--- config.mk ---
export PLATFORM = sky130hd
export DESIGN_NAME = byte_serial_sub
export DESIGN_NICKNAME = d
export VERILOG_FILES = /design/src/rtl/byte_serial_sub.sv
export SDC_FILE = /design/constraint.sdc
export NUM_CORES = 1
export LEC_CHECK = 0
export ABC_AREA = 1
export BUFFER_PORTS_ARGS = -buffer_cell sky130_fd_sc_hd__buf_2
export CORE_AREA = 4 4 78 44
export DETAILED_ROUTE_END_ITERATION = 8
export DIE_AREA = 0 0 82 48
export GPL_ROUTABILITY_DRIVEN = 0
export GPL_TIMING_DRIVEN = 0
export PLACE_DENSITY = 0.75
export SETUP_SLACK_MARGIN = 0.4
export SYNTH_ARGS = -nofsm -noshare
export SYNTH_HDL_FRONTEND = slang
export SYNTH_SLANG_ARGS = --single-unit
export TNS_END_PERCENT = 10
--- constraint.sdc ---
create_clock -name clk -period 1.7 [get_ports clk]
set_input_delay 0.085 -clock clk [delete_from_list [all_inputs] [get_ports clk]]
set_output_delay 0.085 -clock clk [all_outputs]
set_load 0.01 [all_outputs]
--- src/rtl/byte_serial_sub.sv ---
// Streaming multi-word subtractor A-B, LSB word first, with a borrow chained across beats.
// One-cycle latency through a single output register; in_ready drops only while a held beat is stalled.
module byte_serial_sub #(
  parameter int W = 8
) (
  input  logic         clk,
  input  logic         rst,
  input  logic         in_valid,
  output logic         in_ready,
  input  logic [W-1:0] in_a,
  input  logic [W-1:0] in_b,
  input  logic         in_last,
  output logic         out_valid,
  input  logic         out_ready,
  output logic [W-1:0] out_diff,
  output logic         out_first,
  output logic         out_last,
  output logic         out_borrow,
  output logic         out_zero
);

  typedef enum logic {S_IDLE, S_MID} state_t;

  state_t       r_state;
  state_t       w_state_nxt;
  logic         r_brw;
  logic         r_zero_acc;
  logic         r_out_valid;
  logic [W-1:0] r_out_diff;
  logic         r_out_first;
  logic         r_out_last;
  logic         r_out_borrow;
  logic         r_out_zero;

  logic         w_accept;
  logic         w_first;
  logic         w_brw_in;
  logic [W:0]   w_t;
  logic         w_diff_zero;

  assign in_ready = !r_out_valid | out_ready;
  assign w_accept = in_valid & in_ready;

  always_comb begin
    w_state_nxt = r_state;
    w_first     = 1'b0;
    w_brw_in    = 1'b0;
    case (r_state)
      S_IDLE: begin
        w_first = 1'b1;
        if (w_accept && !in_last) w_state_nxt = S_MID;
      end
      S_MID: begin
        w_brw_in = r_brw;
        if (w_accept && in_last) w_state_nxt = S_IDLE;
      end
      default: w_state_nxt = S_IDLE;
    endcase
  end

  // Full W+1-bit subtract so the top bit is the true borrow out of this word.
  assign w_t         = {1'b0, in_a} - {1'b0, in_b} - {{W{1'b0}}, w_brw_in};
  assign w_diff_zero = (w_t[W-1:0] == '0);

  always_ff @(posedge clk) begin
    if (rst) begin
      r_state    <= S_IDLE;
      r_brw      <= 1'b0;
      r_zero_acc <= 1'b1;
    end else if (w_accept) begin
      r_state    <= w_state_nxt;
      r_brw      <= in_last ? 1'b0 : w_t[W];
      r_zero_acc <= in_last ? 1'b1 : (r_zero_acc & w_diff_zero);
    end
  end

  // A new accept overwrites the output beat in the same edge it transfers out, so no bubble.
  always_ff @(posedge clk) begin
    if (rst) begin
      r_out_valid  <= 1'b0;
      r_out_diff   <= '0;
      r_out_first  <= 1'b0;
      r_out_last   <= 1'b0;
      r_out_borrow <= 1'b0;
      r_out_zero   <= 1'b0;
    end else if (w_accept) begin
      r_out_valid  <= 1'b1;
      r_out_diff   <= w_t[W-1:0];
      r_out_first  <= w_first;
      r_out_last   <= in_last;
      r_out_borrow <= w_t[W];
      r_out_zero   <= in_last & r_zero_acc & w_diff_zero;
    end else if (out_ready) begin
      r_out_valid  <= 1'b0;
    end
  end

  assign out_valid  = r_out_valid;
  assign out_diff   = r_out_diff;
  assign out_first  = r_out_first;
  assign out_last   = r_out_last;
  assign out_borrow = r_out_borrow;
  assign out_zero   = r_out_zero;

endmodule
==> flow_results.org, run 1 <==
** STA
- Setup repair after global routing missed its margin :: true
- Setup clock skew after layout :: 0.00259 ns
- Final Hold Vio Count :: 0
- Final setup violating endpoints :: 8
- For this run, the top clock speed supported by timing is 0.497 GHz.
- The final critical path takes up 118% of the cycle.
- The max-slew violation total from the final report is 0.
- The tightest hold path in the finished design has a slack of 0.145 ns.
- The smallest clock period supported by the final layout is computed as 2.01 ns.
- Transition time at the pin with the least slew margin :: 0.446 ns
- In this run the tightest slew margin relative to its limit is 70.3%.
- After layout, the worst setup slack is -0.313 ns.

** Critical path
- On the worst path, the slowest cell contributes a delay of 0.55 ns.
- Critical setup path kind :: flop to flop
- On the critical path the largest part of the delay comes from adder cells.
- The critical path goes through nand2_2, fa_2, inv_1, ha_1, o21ai_2, nand2_2, xor2_1, nor2_2, nand2_1, nand2_1, nand2_1, nand2_1.
- Kind of start point of the critical path :: flop
- Startpoint of the worst register-to-register path :: r_brw$_SDFFE_PP0P_
- CP Capture Type :: flop
- Arrival time of the worst setup path :: 2.16 ns
- In this run the register-to-register setup slack is -0.31 ns.
- Critical path's most frequent cell :: nand2_1
- Standard cell with the maximum stage delay on the critical path :: fa_2
- Worst Reg2Reg Path Length in Cells :: 12
- For the worst setup path, the data required time is 1.84 ns.
- Critical register-to-register path endpoint :: r_zero_acc$_SDFFE_PP1P_
- In this run the worst path has a maximum fanout of 3.
- Together, buffers and inverters on the worst path number 1.

** Clocking
- CTS Root Buffer Type :: clkbuf_8
- Total clock sinks :: 16
- Counting along the longest clock path gives a buffer depth of 2.
- Clock-pin slew was measured on the worst setup and hold paths at 0.06 ns.
- Number of H-tree branching levels :: 1
- Total clock buffers created by CTS :: 3
- TritonCTS built the clock tree.
- Cts-stage hold buffer count :: 0
- For the worst-skew pair, the clock arrives at the later sink with an insertion delay of 0.25 ns.

** Detailed routing
- Routed length on met1 :: 1.29 mm
- In the detailed route, the total length drawn on met3 is 194 µm.
- In the routed layout, each cell is associated on average with a via count of 4.41.
- Number of routed nets with antenna violations :: 0
- After detailed routing, the average wire length per cell comes to 9.54 µm.
- For this run, the detailed router's first-pass iteration total came to 4.
- Highest metal layer with signal wires :: met3
- Count of routing violations after the opening detailed-route iteration :: 44
- For this run, design rule violations remaining after detail routing come to 0.
- Total routed wirelength :: 2.44 mm
- Detailed routing placed a total of 962 µm of wire on met2.
- Via count :: 1,130

** Yosys
- Summing the areas of all xor and xnor instances in the mapped netlist gives 0.727% of the synthesized area.
- The synthesized netlist devotes 29.0% of its cell area to simple gates.
- Top post-synthesis cells by area :: dfxtp_1 27%, ha_1 15%, inv_1 14%
- inv_1 is the most common cell in the netlist.
- Ranked by instance count, the synthesized netlist is headed by 45 x inv_1, 33 x nand2_1, 16 x dfxtp_1.
- The biggest area contributor in the post-synthesis netlist is dfxtp_1.
- Share of synthesized cell area in full adder, half adder and majority cells :: 17.9%
- Cells after Synth :: 178
- Netlist area before placement :: 0.00120 mm²
- During synthesis, Yosys emitted a total of 0 warnings.
- Compound-Gate Fraction of Synth Area :: 9.97%
- Syn nets :: 215
- Share of synthesized registers carrying an async set or reset :: 0%
- Avg Cell Area, Syn :: 6.77 µm²
- Sequential cells were found to cover 26.6% of the synthesized design area.
- After synthesis, the largest family of logic cells by area is simple AND/OR/NAND/NOR gates.
- Share of cell area taken by muxes after synthesis :: 0%
- In this run, distinct cell masters in the synthesized netlist total 22.
- Area fraction of the dominant cell type after synthesis :: 26.6%
- For this run, the leading register cell type out of synthesis is dfxtp_1.
- Counting flops and latches in the post-synthesis netlist gives 16.
- EDFF count, synth :: 0

** Placed design
- Buffers added on ports :: 33
- The wire-length estimate of the detail-placed layout is 2.03 mm.
- Inst Count DP :: 251
- Area post-placement :: 0.00142 mm²

** Flow run
- Across the run, the number of max-cap violations was 0.

** Worst hold path
- End point of the most critical hold path :: out_valid$_SDFFE_PP0P_
- In this run the most critical hold path is launched from out_ready.
- Cell count of the worst hold path :: 4
- Class of the tightest hold or removal check :: primary input to flop

** GRT
- Global-route wire length before repair :: 3.91 mm
- Pin count of the biggest net entering global routing :: 11
- The number of antenna violations at the first check in global routing is 0.
- Total global routing track utilization :: 13.1%
- The total overflow left after global routing is 0.
- The number of global-route vias before repair was 929.

** Final layout
- Number of standard cells in the final layout excluding fillers :: 256
- With fillers left out, the area of the finished cells amounts to 0.00151 mm².
- Final Net Count :: 254
- From synthesis to final layout, the design area changed by 25.4%.
- Cells with a size suffix above 1 make up 33.3% of the layout.
- The number of antenna diodes in the final layout is 0.

** Floorplan
- Pin placement for this block handled 35 I/O pins.
- The initial utilization of the core area, before any placement, comes to 43.0%.
- Floorplan core area :: 0.00280 mm²
- In this run the core area contains 14 standard-cell rows.
- Measured along the y axis, the die boundary spans 48 µm.
- In this run the horizontal extent of the chip is 82 µm.
- DIE AREA :: 0.00394 mm²

** Power
- Cell leakage power :: 0.893 nW
- After layout, the design draws a total of 1.19 mW.
- Total power divided by cell area :: 786 mW/mm²
- IR analysis of the VDD net gives a maximum drop of 347 µV.

** Status
- The run finished, with violations left.
- The checks that failed: setup timing.
## cell usage in the layout (no fill, tap or decap), types with 3 or more instances in the layout
cell,netlist,layout
a21oi_1,10,10
ha_1,14,14
nand2_2,11,15
buf_2,0,33
inv_1,45,44
nand3_1,8,8
o21ai_0,8,4
nand2_1,33,28
nor2_1,13,13
o21ai_1,1,4
dfxtp_1,16,14
inv_2,2,3
nor2_2,3,3
clkbuf_8,0,4
## layout make-up
| class | count | area, µm² |
|---|---|---|
| multi-input combinational | 112 | 719 |
| tap | 40 | 50.0 |
| timing repair buffer | 34 | 173 |
| fill | 295 | 1290 |
| inverter | 48 | 180 |
| buffer | 2 | 11.3 |
| sequential | 16 | 323 |
| clock buffer | 4 | 55.1 |
## kinds of logic after synthesis
group           count (synthesis)
compound gates                 22
xor+xnor                        1
buf+inv                        50
fa+ha+maj                      16
flops                          16
simple gates                   73
## per-layer routing
layer,global-route usage [%],up-vias
met3,4.70,0
met5,0,-
met4,1.99,0
met1,18.1,476
li1,-,620
met2,20.1,34
## what timing repair did
| action | 4_1_cts | 5_1_grt |
|---|---|---|
| buffers inserted | 1 | 0 |
| gates resized for setup | 7 | 9 |
| pin swaps | 7 | 2 |
| endpoints found under the setup margin | 12 | 13 |
| gates cloned | 0 | 0 |
## through the flow
step                utilization [%]  setup WS (ns)  setup TNS, ns
floorplan                         -         -0.182         -0.681
global placement               50.7         -0.341          -2.01
detailed placement             50.7         -0.375          -2.22
CTS                            53.3         -0.321          -1.95
global route                   53.9         -0.461          -2.68
finish                         53.9         -0.313          -1.58
## report_power, final
group	internal, mW	switching, mW
clock	0.205	0.129
sequential	0.409	0.0168
combinational	0.170	0.258
## worst max path at each step
stage	startpoint	end	slack (ns)	depth (start not counted)
after floorplan	flop	out_zero$_SDFFE_PP0P_	-0.18	12
after global placement	flop	out_zero$_SDFFE_PP0P_	-0.34	13
after detailed placement	flop	out_zero$_SDFFE_PP0P_	-0.38	13
after CTS	r_brw$_SDFFE_PP0P_	out_zero$_SDFFE_PP0P_	-0.32	14
after global routing	r_brw$_SDFFE_PP0P_	r_zero_acc$_SDFFE_PP1P_	-0.46	12
final	r_brw$_SDFFE_PP0P_	r_zero_acc$_SDFFE_PP1P_	-0.31	12
## flip-flops by register name, indices dropped and copies added, names as in the netlist, named ones only
name,flops
r_zero_acc,1
out_borrow,1
r_brw,1
out_valid,1
out_first,1
out_last,1
out_zero,1
out_diff,8
## worst reg2reg max path, cell delays in order (launching register included)
cell and delay [ns]:
dfxtp_2 0.34, nand2_2 0.06, fa_2 0.55, inv_1 0.04, ha_1 0.18, o21ai_2 0.13, nand2_2 0.09, xor2_1 0.23
nor2_2 0.08, nand2_1 0.07, nand2_1 0.04, nand2_1 0.05, nand2_1 0.04
No activity file was read; power rests on OpenSTA's default activity.
==> run 2, diff against run 1 <==
- CORE_AREA: 4 4 78 44 -> 4 4 54 56
- DIE_AREA: 0 0 82 48 -> 0 0 58 60
- PLACE_DENSITY: 0.75 -> 0.79
- clock period: 1.7 -> 2.3 ns (I/O delays scaled with it)
==> run 2 against run 1 <==
The flow now finishes without violations. Cell area decreased by 3.4%. Critical path depth is 1 higher. Wire length is 7.9% lower. Sequential share of layout area up 0.75 points. Clock power fell by 44%. Setup slack gained 0.60 ns. Maximum frequency fell by 0.19%. Combinational power decreased by 29%. First-iteration DRC count is 50% lower.
==> flow_results.org, run 2 (same netlist as run 1, synthesis figures left out) <==
** STA
- The number of setup violations in the final report was 0 (-8).
- Max-slew headroom :: 70.6% (+0.33 points)
- Worst hold slack across all endpoints :: 0.104 ns (-0.0409 ns)
- Final Hold Vio Count :: 0 (unchanged)
- The highest achievable clock rate came to 0.496 GHz (-0.19%).
- Setup clock skew after layout :: 0.00252 ns (-0.0000710 ns)
- Max-slew violation count :: 0 (unchanged)
- Transition time at the pin with the least slew margin :: 0.441 ns (-0.00502 ns)
- Share of the clock period used by the worst path after layout :: 87.7% (-31 points)
- Final critical path time including I/O delays and setup :: 2.02 ns (+0.00392 ns)
- Setup repair after global routing missed its margin :: true
- The setup TNS after final layout was 0 ns (+1.58 ns).
- Worst Slack Setup Final :: 0.283 ns (+0.596 ns)

** Floorplan
- DIE AREA :: 0.00348 mm² (-12%)
- Die W :: 58 µm (-29%)
- The boundary pin count was 35 (unchanged).
- Starting Density :: 49.5% (+6.5 points)
- The number of standard-cell rows in the floorplan was 18 (+4).
- Die outline height :: 60 µm (+25%)
- Floorplan core area :: 0.00243 mm² (-13%)

** Detailed routing
- The number of DRC markers in iteration 0 came to 22 (-50%).
- The final routed wire length divided by cell count is 9.14 µm (-4.2%).
- The first-pass iteration count of the detailed router came to 4 (unchanged).
- Via count :: 1,130 (unchanged)
- The count of antenna-violating nets left after detailed routing was 0 (unchanged).
- Total routed wirelength :: 2.25 mm (-7.9%)
- The remaining routing DRC violations came to 0 (unchanged).
- Vias per std cell :: 4.59 (+4.1%)

** Final layout
- The layout cell share with drive strength beyond 1 is 30.1% (-3.2 points).
- Compared with the post-synthesis result, the final layout area differs by 21.2%.
- Top library cells by usage in the layout, fill and taps aside :: 45 x inv_1, 33 x buf_2, 32 x nand2_1
- Leaving out fill and tap cells, the most frequent cell in the layout is inv_1.
- Final Net Count :: 254 (unchanged)
- Flip-flop count of the largest register, all copies and words added :: 8 (unchanged)
- The number of diodes was 0 (unchanged).

** GRT
- Number of global-route vias before repair :: 1,027 (+11%)
- Total global routing track utilization :: 14.7% (+1.6 points)
- GRT overflow :: 0 (unchanged)
- The global-route wire length before repair was 4.02 mm (+3.0%).
- Pin count of the biggest net entering global routing :: 11 (unchanged)
- The routing usage on met2 is 26.1% (+6.1 points).
- Number of antenna violations at the first check in global routing :: 0 (unchanged)
- The layer flagged by global routing as most heavily used is met2.
- Met1 usage :: 17.8% (-0.31 points)
- Fraction of met3 tracks used by global routing :: 2.59% (-2.1 points)

** Placed design
- Buffers added on ports :: 33 (unchanged)
- Setup slack at placement :: 0.247 ns (+0.623 ns)
- HPWL after detailed placement :: 1.85 mm (-8.9%)

** Worst hold path
- The worst hold path belongs to the class primary input to flop.

** Power
- The leakage component of the power came to 0.884 nW (-0.91%).
- The post-route total power was 0.803 mW (-32%).
- The cell area power density came to 550 mW/mm² (-30%).
- Maximum vdd ir drop :: 319 µV (-8.2%)

** Status
- The flow ran to the end, and the final reports show no timing, DRC or antenna violations.

** Clocking
- Total clock buffers created by CTS :: 3 (unchanged)
- The buffer levels on the longest clock path came to 2 (unchanged).
- CTS tree :: done
- The tree is rooted in a clkbuf_4.
- The number of H-tree levels is 1 (unchanged).
- The number of hold buffers added after cts was 0 (unchanged).
- The clock latency reported for the late side of the worst-skew pair came to 0.29 ns (+0.04 ns).
- Total clock sinks :: 16 (unchanged)
- Clock transition at the registers of the reported paths :: 0.09 ns (+0.03 ns)

** Critical path
- The critical path arrival was 2.25 ns (+0.09 ns).
- The worst reg2reg path depth is 13 (+1).
- Kind of start point of the critical path :: flop
- Critical setup path kind :: flop to flop
- Crit path capture :: out_zero$_SDFFE_PP0P_
- Register-to-Register Setup Slack :: 0.28 ns (+0.60 ns)
- CP Capture Type :: flop
- The peak fanout along the critical path is 3 (unchanged).
- Critical register-to-register path endpoint :: out_zero$_SDFFE_PP0P_
- Data required time of the critical path :: 2.53 ns (+0.69 ns)

** Flow run
- The number of max-cap violations is 0 (unchanged).
run 2: changes by cell type in the layout (fill, tap and decap cells not counted), moves of 3 or more:
cell	delta
nand2_2	-3
nand2_1	+4
o21ai_0	+4
clkbuf_8	-3
clkbuf_4	+3
o21ai_1	-4
run 2: timing repair:
action | CTS | global route
gates cloned | 0 | 0
endpoints found under the setup margin | 7 | 9
pin swaps | 2 | 0
setup buffers | 1 | 0
gates resized for setup | 4 | 0
run 2: metal layers:
metal / vias to the layer above / wire length (µm)
li1: 613 / -
met5: - / 0
met1: 482 / 1000
met3: 4 / 162
met4: 0 / 19
met2: 31 / 1070
run 2: worst max-delay path, stage by stage (launching register included):
cell	delay, ns
dfxtp_2	0.34
nand2_1	0.07
fa_1	0.51
inv_1	0.05
ha_1	0.18
o21ai_2	0.14
nand2_2	0.09
nand2_1	0.09
nand2_1	0.05
nand2_1	0.06
nand2_2	0.06
nor2_2	0.12
nand3_1	0.09
a21oi_2	0.11
run 2: cell type report:
type,count,area [µm²]
plain buffers,2,11.3
clock buffers,4,36.3
fillers,253,972
inverters,48,180
multi-input cells,112,699
flip-flops and latches,16,323
well taps,30,37.5
repair buffers,34,173
run 2: where the power goes:
part	switching [mW]	internal [mW]	total, mW
clock network	0.0899	0.0964	0.186
registers	0.0113	0.302	0.313
logic	0.182	0.121	0.304
total	0.284	0.520	0.803
run 2: worst min path at each step:
stage | start | end | slack, ns | depth (start not counted)
2_1_floorplan | in_last | out_last$_SDFFE_PP0P_ | 0.30 | 2
3_3_place_gp | out_ready | out_valid$_SDFFE_PP0P_ | 0.41 | 4
3_5_place_dp | out_ready | out_valid$_SDFFE_PP0P_ | 0.42 | 4
4_1_cts | out_ready | out_valid$_SDFFE_PP0P_ | 0.11 | 4
5_1_grt | out_ready | out_valid$_SDFFE_PP0P_ | 0.12 | 4
6_report | out_ready | out_valid$_SDFFE_PP0P_ | 0.10 | 4
run 2: stage by stage:
stage	cell area, µm²	std cells	utilization [%]
after CTS	1460	246	60.0
after detailed placement	1410	241	57.9
after floorplan	1200	178	-
final	1460	246	60.0
after global routing	1460	246	60.0
after global placement	1410	241	57.9
==> run 3, diff against run 2 <==
- PLACE_DENSITY: 0.79 -> 0.76
==> run 3 against run 2 <==
Core utilization shrank 0.36 points. Non-clock buffer count shrank 1. Count of clock-buffer cells in the layout is 1 lower. Power shrank 4.9%. Cell area down 0.60%. Via count grew 0.35%. Global-route usage down 0.37 points. Largest power group unchanged. Highest routed layer unchanged.
==> flow_results.org, run 3 (same netlist as run 1, synthesis figures left out) <==
** Status
- Result of the run :: finished, final reports clean

** Critical path
- Arrival time of the worst setup path :: 2.25 ns (about the same)
- The maximum cell stage delay along the critical path came to 0.53 ns (+0.02 ns).
- Buffer and inverter count on the worst path :: 1 (unchanged)
- Largest delay contributor family on the critical path :: adder cells
- The worst setup path is launched from a flop.
- The signal on the critical path passes through nand2_2, fa_2, ha_1, inv_1, nand2_1, nand2_2, nand3_2, nor2_4, nand3_2, nor2_4, nand3_1, a21oi_2.
- CP Capture Type :: flop
- Data required time of the critical path :: 2.53 ns (about the same)
- Critical path peak fanout :: 3 (unchanged)
- Standard cell with the maximum stage delay on the critical path :: fa_2
- The setup path with the least slack is of type flop to flop.

** Power
- Reported net switching power :: 0.280 mW (-1.2%)
- Total power divided by cell area :: 526 mW/mm² (-4.4%)
- The part of the total power dissipated in the clock network is 19.3% (-3.9 points).
- The proportion of power drawn by combinational gates is 39.6% (+1.8 points).
- Cell leakage power :: 0.873 nW (-1.3%)
- Maximum vdd ir drop :: 327 µV (+2.7%)
- The cell-internal power was 0.483 mW (-7.0%).
- Fraction of power spent switching nets :: 36.7% (+1.4 points)
- The register share of total power came to 41.1% (+2.1 points).

** STA
- The pin slew with the least headroom to its limit is 0.456 ns (+0.0153 ns).
- The post-route minimum period was 2.02 ns (+0.00139 ns).
- Final setup violating endpoints :: 0 (unchanged)
- The final clock skew came to 0.00252 ns (+0.00000730 ns).
- Total Neg Setup Slack :: 0 ns (unchanged)
- The max-slew violation total from the final report is 0 (unchanged).
- Max-slew headroom :: 69.6% (-1.0 points)
- Final Hold Vio Count :: 0 (unchanged)
- Setup repair after global routing could not meet its margin everywhere.
- Achievable Freq :: 0.496 GHz (about the same)
- The post-route clock period utilization is 87.7% (about the same).
- Worst hold slack across all endpoints :: 0.108 ns (+0.00387 ns)

** Floorplan
- DIE AREA :: 0.00348 mm² (unchanged)
- The overall die width was 58 µm (unchanged).
- The boundary pin count came to 35 (unchanged).
- The die outline height is 60 µm (unchanged).
- Floorplan core area :: 0.00243 mm² (unchanged)
- The effective utilization at floorplan is 49.5% (unchanged).
- The number of standard-cell rows in the floorplan is 18 (unchanged).

** Clocking
- Skew-Pair Late Insertion Delay :: 0.29 ns (about the same)
- Clock transition at the registers of the reported paths :: 0.09 ns (about the same)
- CTS tree :: done
- The number of H-tree levels came to 1 (unchanged).
- Total clock buffers created by CTS :: 3 (unchanged)
- The number of hold buffers added after cts was 0 (unchanged).
- The number of clock sinks came to 16 (unchanged).
- The buffer levels on the longest clock path came to 2 (unchanged).
- In this run the clock root is driven by a clkbuf_4.
- The buffer count from post-CTS setup fixing came to 0 (-1).

** GRT
- Number of global-route vias before repair :: 959 (-6.6%)
- The maximum number of pins on one net before global-route repair was 11 (unchanged).
- GRT overflow :: 0 (unchanged)
- Total global routing track utilization :: 14.3% (-0.37 points)
- The global-route wire length before repair came to 3.84 mm (-4.6%).
- Number of antenna violations at the first check in global routing :: 0 (unchanged)

** Worst hold path
- The worst hold path belongs to the class primary input to flop.

** Placed design
- HPWL after detailed placement :: 1.88 mm (+1.7%)
- Buffers added on ports :: 33 (unchanged)
- The number of cells in the design after placement came to 241 (unchanged).

** Final layout
- Most common cell after layout, fill and taps aside :: inv_1
- Flip-flop count of the largest register, all copies and words added :: 8 (unchanged)
- Sequential cell area in the final layout :: 323 µm² (unchanged)
- The library cells used most frequently in the layout, excluding fill and tap cells, are 45 x inv_1, 33 x buf_2, 30 x nand2_1.
- The area of combinational cells with multiple inputs was 712 µm² (+1.8%).
- Fill cell total of the finished layout :: 244 (-3.6%)
- Fraction of layout instances using a drive strength above 1 :: 30.8% (+0.75 points)
- The number of diodes came to 0 (unchanged).
- Layout overhead on the synthesized area :: 20.5%
- Number of standard cells in the final layout excluding fillers :: 244 (-0.81%)
- Final Net Count :: 253 (-0.39%)

** Detailed routing
- Count of routing violations after the opening detailed-route iteration :: 30 (+36%)
- The count of antenna-violating nets left after detailed routing was 0 (unchanged).
- The first-pass iteration count of the detailed router came to 4 (unchanged).
- Vias per std cell :: 4.65 (+1.2%)
- The final wirelength is 2.18 mm (-2.9%).
- Post-DR wirelength/cell :: 8.95 µm (-2.1%)
- DR DRC count :: 0 (unchanged)
- Via count :: 1,134 (+0.35%)

** Flow run
- Max-capacitance violation count :: 0 (unchanged)
run 3: metal layers:
layer	part of all wire (%)	track usage, %	up-vias
met4	1.9	5.96	0
met3	6.8	4.10	5
li1	-	-	608
met2	46	24.5	29
met5	0	0	-
met1	45	16.7	492
run 3: power groups by stage:
stage               Clock (mW)  Combinational (mW)  Sequential, mW
floorplan                    0               0.213           0.329
global placement             0               0.294           0.319
detailed placement           0               0.301           0.320
CTS                      0.150               0.303           0.314
global route             0.162               0.353           0.318
finish                   0.147               0.303           0.314
run 3: stage by stage:
stage / power, mW / util [%] / cell area (µm²) / setup slack [ns]
final: 0.764 / 59.7 / 1450 / 0.282
after global placement: 0.613 / 57.9 / 1410 / 0.267
after global routing: 0.832 / 59.7 / 1450 / 0.0838
after CTS: 0.766 / 59.0 / 1440 / 0.249
after floorplan: 0.542 / - / 1200 / 0.418
after detailed placement: 0.620 / 57.9 / 1410 / 0.244
run 3: worst paths after layout:
check,from,end,slack (ns),depth (start not counted)
worst max-delay path,flop,out_zero$_SDFFE_PP0P_,0.28,12
worst max register to register,flop,out_zero$_SDFFE_PP0P_,0.28,12
worst min register to register,flop,out_first$_SDFFE_PP0P_,0.45,1
worst min-delay path,out_ready,out_valid$_SDFFE_PP0P_,0.11,4
run 3: cell type report:
cell class	count	share of cell area (%)
plain buffers	2	0.776
repair buffers	33	11.4
multi-input cells	112	49.1
flip-flops and latches	16	22.2
inverters	48	12.4
well taps	30	2.59
clock buffers	3	1.55
run 3: worst min-delay path, cell delays in order:
cell,delay [ns]
buf_2,0.07
inv_1,0.04
nand2_2,0.07
a21oi_1,0.06
run 3: what timing repair did:
| item | 4_1_cts | 5_1_grt |
|---|---|---|
| gates resized for setup | 3 | 5 |
| pin swaps | 1 | 3 |
| endpoints found under the setup margin | 6 | 9 |
